<file path="config.mk">
export PLATFORM = sky130hd
export DESIGN_NAME = load_stall_ctrl_flat
export DESIGN_NICKNAME = d
export VERILOG_FILES = /design/src/rtl/load_stall_ctrl_pkg.sv /design/src/rtl/load_stall_ctrl_if.sv /design/src/rtl/load_stall_ctrl_sat_counter.sv /design/src/rtl/load_stall_ctrl.sv /design/src/flat_wrapper.sv
export SDC_FILE = /design/constraint.sdc
export NUM_CORES = 1
export LEC_CHECK = 0
export CAP_MARGIN = 20
export CORE_ASPECT_RATIO = 0.75
export CORE_MARGIN = 5
export CORE_UTILIZATION = 60
export CTS_CLUSTER_DIAMETER = 100
export DETAILED_ROUTE_END_ITERATION = 6
export DONT_BUFFER_PORTS = 1
export PLACE_DENSITY_LB_ADDON = 0.15
export SETUP_SLACK_MARGIN = 0.05
export SYNTH_ARGS = -nofsm -noshare
export SYNTH_HDL_FRONTEND = slang
export SYNTH_HIERARCHICAL = 1
export SYNTH_SLANG_ARGS = --single-unit
</file>
<file path="constraint.sdc">
create_clock -name clk -period 5.4 [get_ports clk]
set_input_delay 1.08 -clock clk [delete_from_list [all_inputs] [get_ports clk]]
set_output_delay 1.08 -clock clk [all_outputs]
set_load 0.05 [all_outputs]
</file>
<file path="src/rtl/load_stall_ctrl_pkg.sv">
// Shared types and constants for the load-use stall controller.
// Holds the FSM state encoding, register-address width and the R0 tag.
package load_stall_ctrl_pkg;

    localparam int REG_AW     = 4;
    localparam int PERF_W_DEF = 16;

    localparam logic [REG_AW-1:0] R0 = {REG_AW{1'b0}};

    typedef enum logic [1:0] {
        ST_IDLE     = 2'd0,
        ST_WAIT_MEM = 2'd1,
        ST_WAIT_WB  = 2'd2,
        ST_RELEASE  = 2'd3
    } state_e;

endpackage

</file>
<file path="src/rtl/load_stall_ctrl_if.sv">
// Bundle between hazard unit / memory / writeback and the stall controller.
// The environment drives through master; the controller attaches as slave.
interface load_stall_ctrl_if
    import load_stall_ctrl_pkg::*;
#(
    parameter int PERF_W = PERF_W_DEF
);
    logic              hd_stall_req;
    logic              e_isLoad;
    logic [REG_AW-1:0] e_wreg;
    logic              mem_ready;
    logic              wb_wen;
    logic [REG_AW-1:0] wb_waddr;
    logic              flush;
    logic              write_done;
    logic              pc_en;
    logic              ifid_en;
    logic              idex_bubble;
    logic              stall_active;
    logic              timeout_err;
    logic [PERF_W-1:0] stall_cycles;

    modport master (
        output hd_stall_req, e_isLoad, e_wreg, mem_ready, wb_wen, wb_waddr, flush,
        input  write_done, pc_en, ifid_en, idex_bubble, stall_active, timeout_err, stall_cycles
    );

    modport slave (
        input  hd_stall_req, e_isLoad, e_wreg, mem_ready, wb_wen, wb_waddr, flush,
        output write_done, pc_en, ifid_en, idex_bubble, stall_active, timeout_err, stall_cycles
    );
endinterface

</file>
<file path="src/rtl/load_stall_ctrl_sat_counter.sv">
// Saturating up-counter: holds at all-ones instead of wrapping.
module load_stall_ctrl_sat_counter #(
    parameter int W = 16
) (
    input  logic         clk,
    input  logic         rst_n,
    input  logic         en_i,
    output logic [W-1:0] count_o
);
    logic [W-1:0] count_q;

    // Count enabled cycles until the all-ones ceiling is reached.
    always_ff @(posedge clk or negedge rst_n) begin
        if (!rst_n) begin
            count_q <= {W{1'b0}};
        end else if (en_i && (count_q != {W{1'b1}})) begin
            count_q <= count_q + {{(W-1){1'b0}}, 1'b1};
        end else begin
            count_q <= count_q;
        end
    end

    assign count_o = count_q;
endmodule

</file>
<file path="src/rtl/load_stall_ctrl.sv">
// Load-use stall sequencer: freezes fetch, bubbles ID/EX and waits for the
// stalling load's writeback (by register tag) before releasing with write_done.
module load_stall_ctrl
    import load_stall_ctrl_pkg::*;
#(
    parameter int TIMEOUT = 15,
    parameter int PERF_W  = PERF_W_DEF
) (
    input logic               clk,
    input logic               rst_n,
    load_stall_ctrl_if.slave  bus
);
    localparam int CNT_W = $clog2(TIMEOUT);

    state_e             state_q, state_d;
    logic [REG_AW-1:0]  tag_q, tag_d;
    logic [CNT_W-1:0]   wait_cnt_q, wait_cnt_d;
    logic               guard_q, guard_d;
    logic               timeout_err_q, timeout_err_d;
    logic               write_done_q, pc_en_q, ifid_en_q, idex_bubble_q, stall_active_q;
    logic               wb_hit_s, guard_blk_s, expired_s, accept_s, stalling_d_s;
    logic [PERF_W-1:0]  stall_cycles_s;

    assign wb_hit_s    = bus.wb_wen && (bus.wb_waddr == tag_q);
    // Guard only suppresses a request that still names the load just released.
    assign guard_blk_s = guard_q && bus.e_isLoad && (bus.e_wreg == tag_q);
    assign expired_s   = (wait_cnt_q == CNT_W'(TIMEOUT - 1));
    assign accept_s    = bus.hd_stall_req && bus.e_isLoad && (bus.e_wreg != R0) && !guard_blk_s;

    // Next-state logic; flush outranks completion, completion outranks timeout.
    always_comb begin
        state_d       = state_q;
        tag_d         = tag_q;
        wait_cnt_d    = wait_cnt_q;
        guard_d       = guard_q;
        timeout_err_d = timeout_err_q;
        if (bus.flush) begin
            state_d    = ST_IDLE;
            guard_d    = 1'b0;
            wait_cnt_d = {CNT_W{1'b0}};
        end else begin
            case (state_q)
                ST_IDLE: begin
                    guard_d = guard_blk_s;
                    if (accept_s) begin
                        state_d    = ST_WAIT_MEM;
                        tag_d      = bus.e_wreg;
                        wait_cnt_d = {CNT_W{1'b0}};
                    end else begin
                        state_d = ST_IDLE;
                    end
                end
                ST_WAIT_MEM: begin
                    wait_cnt_d = wait_cnt_q + CNT_W'(1);
                    if (bus.mem_ready && wb_hit_s) begin
                        state_d = ST_RELEASE;
                    end else if (expired_s) begin
                        state_d       = ST_RELEASE;
                        timeout_err_d = 1'b1;
                    end else if (bus.mem_ready) begin
                        state_d = ST_WAIT_WB;
                    end else begin
                        state_d = ST_WAIT_MEM;
                    end
                end
                ST_WAIT_WB: begin
                    wait_cnt_d = wait_cnt_q + CNT_W'(1);
                    if (wb_hit_s) begin
                        state_d = ST_RELEASE;
                    end else if (expired_s) begin
                        state_d       = ST_RELEASE;
                        timeout_err_d = 1'b1;
                    end else begin
                        state_d = ST_WAIT_WB;
                    end
                end
                ST_RELEASE: begin
                    state_d    = ST_IDLE;
                    guard_d    = 1'b1;
                    wait_cnt_d = {CNT_W{1'b0}};
                end
                default: begin
                    state_d = ST_IDLE;
                end
            endcase
        end
    end

    assign stalling_d_s = (state_d == ST_WAIT_MEM) || (state_d == ST_WAIT_WB);

    // State, tracking registers and outputs registered from the next state.
    always_ff @(posedge clk or negedge rst_n) begin
        if (!rst_n) begin
            state_q        <= ST_IDLE;
            tag_q          <= R0;
            wait_cnt_q     <= {CNT_W{1'b0}};
            guard_q        <= 1'b0;
            timeout_err_q  <= 1'b0;
            write_done_q   <= 1'b0;
            pc_en_q        <= 1'b1;
            ifid_en_q      <= 1'b1;
            idex_bubble_q  <= 1'b0;
            stall_active_q <= 1'b0;
        end else begin
            state_q        <= state_d;
            tag_q          <= tag_d;
            wait_cnt_q     <= wait_cnt_d;
            guard_q        <= guard_d;
            timeout_err_q  <= timeout_err_d;
            write_done_q   <= (state_d == ST_RELEASE);
            pc_en_q        <= !stalling_d_s;
            ifid_en_q      <= !stalling_d_s;
            idex_bubble_q  <= stalling_d_s;
            stall_active_q <= (state_d != ST_IDLE);
        end
    end

    load_stall_ctrl_sat_counter #(.W(PERF_W)) u_stall_cnt (
        .clk     (clk),
        .rst_n   (rst_n),
        .en_i    (!pc_en_q),
        .count_o (stall_cycles_s)
    );

    assign bus.write_done   = write_done_q;
    assign bus.pc_en        = pc_en_q;
    assign bus.ifid_en      = ifid_en_q;
    assign bus.idex_bubble  = idex_bubble_q;
    assign bus.stall_active = stall_active_q;
    assign bus.timeout_err  = timeout_err_q;
    assign bus.stall_cycles = stall_cycles_s;
endmodule

</file>
<file path="src/flat_wrapper.sv">
// flat-port wrapper written by rule: the top's interface ports become plain ports
module load_stall_ctrl_flat import load_stall_ctrl_pkg::*;
#(
    parameter int TIMEOUT = 15,
    parameter int PERF_W  = PERF_W_DEF
)
  (clk, rst_n, bus_hd_stall_req, bus_e_isLoad, bus_e_wreg, bus_mem_ready, bus_wb_wen, bus_wb_waddr, bus_flush, bus_write_done, bus_pc_en, bus_ifid_en, bus_idex_bubble, bus_stall_active, bus_timeout_err, bus_stall_cycles);
  load_stall_ctrl_if #(.PERF_W(PERF_W)) bus_i ();
  input logic clk;
  input logic rst_n;
  input wire logic [$bits(bus_i.hd_stall_req)-1:0] bus_hd_stall_req;
  input wire logic [$bits(bus_i.e_isLoad)-1:0] bus_e_isLoad;
  input wire logic [$bits(bus_i.e_wreg)-1:0] bus_e_wreg;
  input wire logic [$bits(bus_i.mem_ready)-1:0] bus_mem_ready;
  input wire logic [$bits(bus_i.wb_wen)-1:0] bus_wb_wen;
  input wire logic [$bits(bus_i.wb_waddr)-1:0] bus_wb_waddr;
  input wire logic [$bits(bus_i.flush)-1:0] bus_flush;
  output wire logic [$bits(bus_i.write_done)-1:0] bus_write_done;
  output wire logic [$bits(bus_i.pc_en)-1:0] bus_pc_en;
  output wire logic [$bits(bus_i.ifid_en)-1:0] bus_ifid_en;
  output wire logic [$bits(bus_i.idex_bubble)-1:0] bus_idex_bubble;
  output wire logic [$bits(bus_i.stall_active)-1:0] bus_stall_active;
  output wire logic [$bits(bus_i.timeout_err)-1:0] bus_timeout_err;
  output wire logic [$bits(bus_i.stall_cycles)-1:0] bus_stall_cycles;
  assign bus_i.hd_stall_req = bus_hd_stall_req;
  assign bus_i.e_isLoad = bus_e_isLoad;
  assign bus_i.e_wreg = bus_e_wreg;
  assign bus_i.mem_ready = bus_mem_ready;
  assign bus_i.wb_wen = bus_wb_wen;
  assign bus_i.wb_waddr = bus_wb_waddr;
  assign bus_i.flush = bus_flush;
  assign bus_write_done = bus_i.write_done;
  assign bus_pc_en = bus_i.pc_en;
  assign bus_ifid_en = bus_i.ifid_en;
  assign bus_idex_bubble = bus_i.idex_bubble;
  assign bus_stall_active = bus_i.stall_active;
  assign bus_timeout_err = bus_i.timeout_err;
  assign bus_stall_cycles = bus_i.stall_cycles;
  load_stall_ctrl #(.TIMEOUT(TIMEOUT), .PERF_W(PERF_W)) u_core (.clk(clk), .rst_n(rst_n), .bus(bus_i));
endmodule
</file>
==> flow_summary_export.csv <==
group,metric,value,unit
routing,drt_pass1_iterations,4,
grt,grt.busiest_layer,"met2",
clock_tree,postCtsHoldBufs,0,
sta,skew,0.00769,ns
logic_synthesis,postSynthCellCount,158,
logic_synthesis,synth_edf_count,0,
layout,fillers,225,
critical_path,timing.rr.end,"u_core/bus.idex_bubble",
logic_synthesis,synthMuxAreaShare,3.96,%
critical_path,worstSetupStartpoint,"bus_wb_waddr[2]",
critical_path,crit_path_end_kind,"register",
critical_path,start_kind,"primary input",
routing,vias_per_cell,6.33,
placed_design,gp_congestion,0.812,
grt,use_met2,28.8,%
sta,setup_tns,0,ns
grt,grt_pass1_wl,6350,um
routing,drc,0,
critical_path,path_buf_inv,0,
critical_path,cpPeakStageDelay,0.48,ns
critical_path,r2r-start,"u_core/state_q[0]",
sta,worstMarginPinSlew,0.756,ns
critical_path,cpMaxStageDelayCell,"nor4_1",
clock_tree,htreeDepth,2,
logic_synthesis,synthesis.area,1800,um2
die,start_util,61.8,%
logic_synthesis,async_reset_ff_share,100,%
grt,grt_max_degree,33,
logic_synthesis,synth_compound_area_share,12.8,%
critical_path,r2r_cells,6,
die,dieArea,4210,um2
layout,n_antenna_cell,0,
grt,grt_antenna_before_repair,0,
routing,vias,1273,
clock_tree,cts_buffers,5,
pwr,power_leakage,0.885,nW
logic_synthesis,synth_seq_cells,32,
sta,hold_violations,0,
critical_path,crit_type,"primary input to register",
layout,drive_gt1_share,16.0,%
status,status,"finished clean",
critical_path,cp_data_arrival_time,2.45,ns
layout,areaGrowthSynthToFinish,5.91,%
routing,ant_nets,0,
sta,finalSetupViolations,0,
clock_tree,post-cts-setup-buffers,0,
die,die_h,57.4,um
placed_design,port_buffers,0,
clock_tree,cts-root-buf,"clkbuf_8",
grt,grt_util_met3,8.63,%
die,rows,17,
die,die_w,73.3,um
clock_tree,clock-sinks,32,
critical_path,cp.depth,5,
sta,drv_slew,0,
die,ios,37,
critical_path,critPathMaxFanout,2,
placed_design,hpwl,2750,um
logic_synthesis,synth_ff_type,"dfrtp_1",
critical_path,r2r_slack,3.27,ns
clock_tree,cts_tree,"built",
sta,slew_headroom,49.1,%
logic_synthesis,yosysSeqAreaShare,44.5,%
die,fp.coreArea,2910,um2
pwr,p_per_area,322,nW/um2
sta,timing.fmax,435,MHz
routing,routed_wl,3600,um
routing,drt-initial-drc-count,84,
critical_path,critPathTopFamily,"simple AND/OR/NAND/NOR gates",
clock_tree,cts_resized,0,
pwr,peakVddDrop,0.272,mV
grt,met1_usage,26.1,%
placed_design,dp_cells,194,
logic_synthesis,syn_area_per_cell,11.4,um2
logic_synthesis,synthAdderAreaFrac,6.25,%
run,maxCapViolations,0,
sta,fin_crit,2.30,ns
critical_path,crit_chain,"xor2_1, nor4_1, nor3_1, o31a_1, ha_1",
grt,first_global_vias,1342,
layout,stdcell_count,201,
sta,final.period_utilization,42.6,%
logic_synthesis,syn-num-nets,182,
logic_synthesis,synth-xor-area-share,7.30,%
hold_path,hold_class,"primary input to async pin",
grt,grt_use_total,19.5,%
logic_synthesis,synth_simple_gate_area_share,22.4,%
grt,grt-ovfl-total,0,
sta,rsz0062_at_grt,"no",
routing,drt-wirelength-per-cell,17.9,um
logic_synthesis,synth_top_family_by_area,"simple AND/OR/NAND/NOR gates",
layout,final_nets,187,
logic_synthesis,yosysUniqueCellTypes,45,
critical_path,crit_required,5.55,ns
clock_tree,clk_pin_slew,0.06,ns
clock_tree,clockBufferDepth,2,
clock_tree,clkLatencyLatePin,0.27,ns
logic_synthesis,yosysWarningCount,6,
==> power breakdown <==
group | switching, mW | internal, mW
logic | 0.0351 | 0.0406
registers | 0.106 | 0.264
clock network | 0.0798 | 0.0874
==> how the worst max path moves through the flow <==
stage                              to
2_1_floorplan  u_core/bus.idex_bubble
3_3_place_gp   u_core/bus.idex_bubble
3_5_place_dp   u_core/bus.idex_bubble
4_1_cts        u_core/bus.idex_bubble
5_1_grt          u_core/wait_cnt_q[3]
6_report       u_core/bus.idex_bubble
==> cells in the final DEF (no fill, tap or decap), drive strengths merged, types with 2 or more instances in the layout <==
| master | netlist | layout |
|---|---|---|
| a21o | 3 | 3 |
| a21oi | 5 | 5 |
| a31oi | 3 | 3 |
| and3 | 3 | 3 |
| and4 | 3 | 3 |
| clkbuf | 0 | 6 |
| dfrtp | 31 | 31 |
| ha | 9 | 9 |
| inv | 8 | 8 |
| mux2 | 5 | 5 |
| nand2 | 10 | 10 |
| nand3 | 10 | 10 |
| nand4 | 10 | 10 |
| nor2 | 6 | 6 |
| nor2b | 3 | 3 |
| nor3 | 3 | 3 |
| nor4 | 4 | 4 |
| o211ai | 2 | 2 |
| o21a | 5 | 5 |
| o21ai | 5 | 5 |
| o31ai | 3 | 3 |
| o41ai | 2 | 2 |
| or4b | 2 | 2 |
| xnor2 | 10 | 10 |
| xor2 | 5 | 5 |
==> routing by layer <==
metal / wire, um / vias to the layer above
met3: 347 / 2
met4: 12 / 0
met5: 0 / -
met1: 1620 / 629
met2: 1630 / 44
li1: - / 598
==> cells by family after synthesis <==
logic type	Yosys count
buffers and inverters	10
and+or+nand+nor	56
adders and majority gates	9
DFF	32
xor gates and xnor gates	15
AOI/OAI and AO/OA	31
muxes	5
==> synthesized netlist by cell type (4+ instances only) <==
master | number | share of area (%)
dfrtp_1 | 31 | 43
nand2_1 | 10 | 2.1
xnor2_1 | 10 | 4.9
ha_1 | 9 | 6.3
inv_1 | 8 | 1.7
nand4_1 | 8 | 2.8
nand3_1 | 7 | 1.9
a21oi_1 | 5 | 1.4
o21a_1 | 5 | 2.1
o21ai_0 | 5 | 1.4
xor2_1 | 5 | 2.4
mux2_4 | 4 | 3.3
nor2_1 | 4 | 0.83
==> through the flow <==
step | power, mW | instance area (um2) | hold WS [ns] | setup WS (ns) | utilization (%)
floorplan | 0.430 | 1800 | 0.462 | 2.89 | -
global placement | 0.446 | 1830 | 0.486 | 2.89 | 62.8
detailed placement | 0.451 | 1830 | 0.510 | 2.86 | 62.8
CTS | 0.619 | 1910 | 0.488 | 3.15 | 65.4
global route | 0.647 | 1910 | 0.476 | 3.02 | 65.4
finish | 0.613 | 1910 | 0.496 | 3.10 | 65.4
==> flip-flops by register name, summed over array words and instances (netlist names) <==
name                        cells
u_core/bus.write_done           1
u_core/bus.stall_active         1
u_core/state_q                  2
u_core/guard_q                  1
u_core/u_stall_cnt/count_o     16
u_core/wait_cnt_q               4
u_core/bus.idex_bubble          1
u_core/bus.ifid_en              1
u_core/bus.timeout_err          1
u_core/tag_q                    4
==> final cells by class <==
class | count | area, um2 | area share [%]
Sequential cell | 32 | 802 | 42.1
Clock inverter | 1 | 5.00 | 0.262
Inverter | 8 | 30.0 | 1.57
Tap cell | 38 | 47.5 | 2.49
Clock buffer | 6 | 72.6 | 3.81
Multi-Input combinational cell | 116 | 950 | 49.8
No activity file was read; power rests on OpenSTA's default activity.
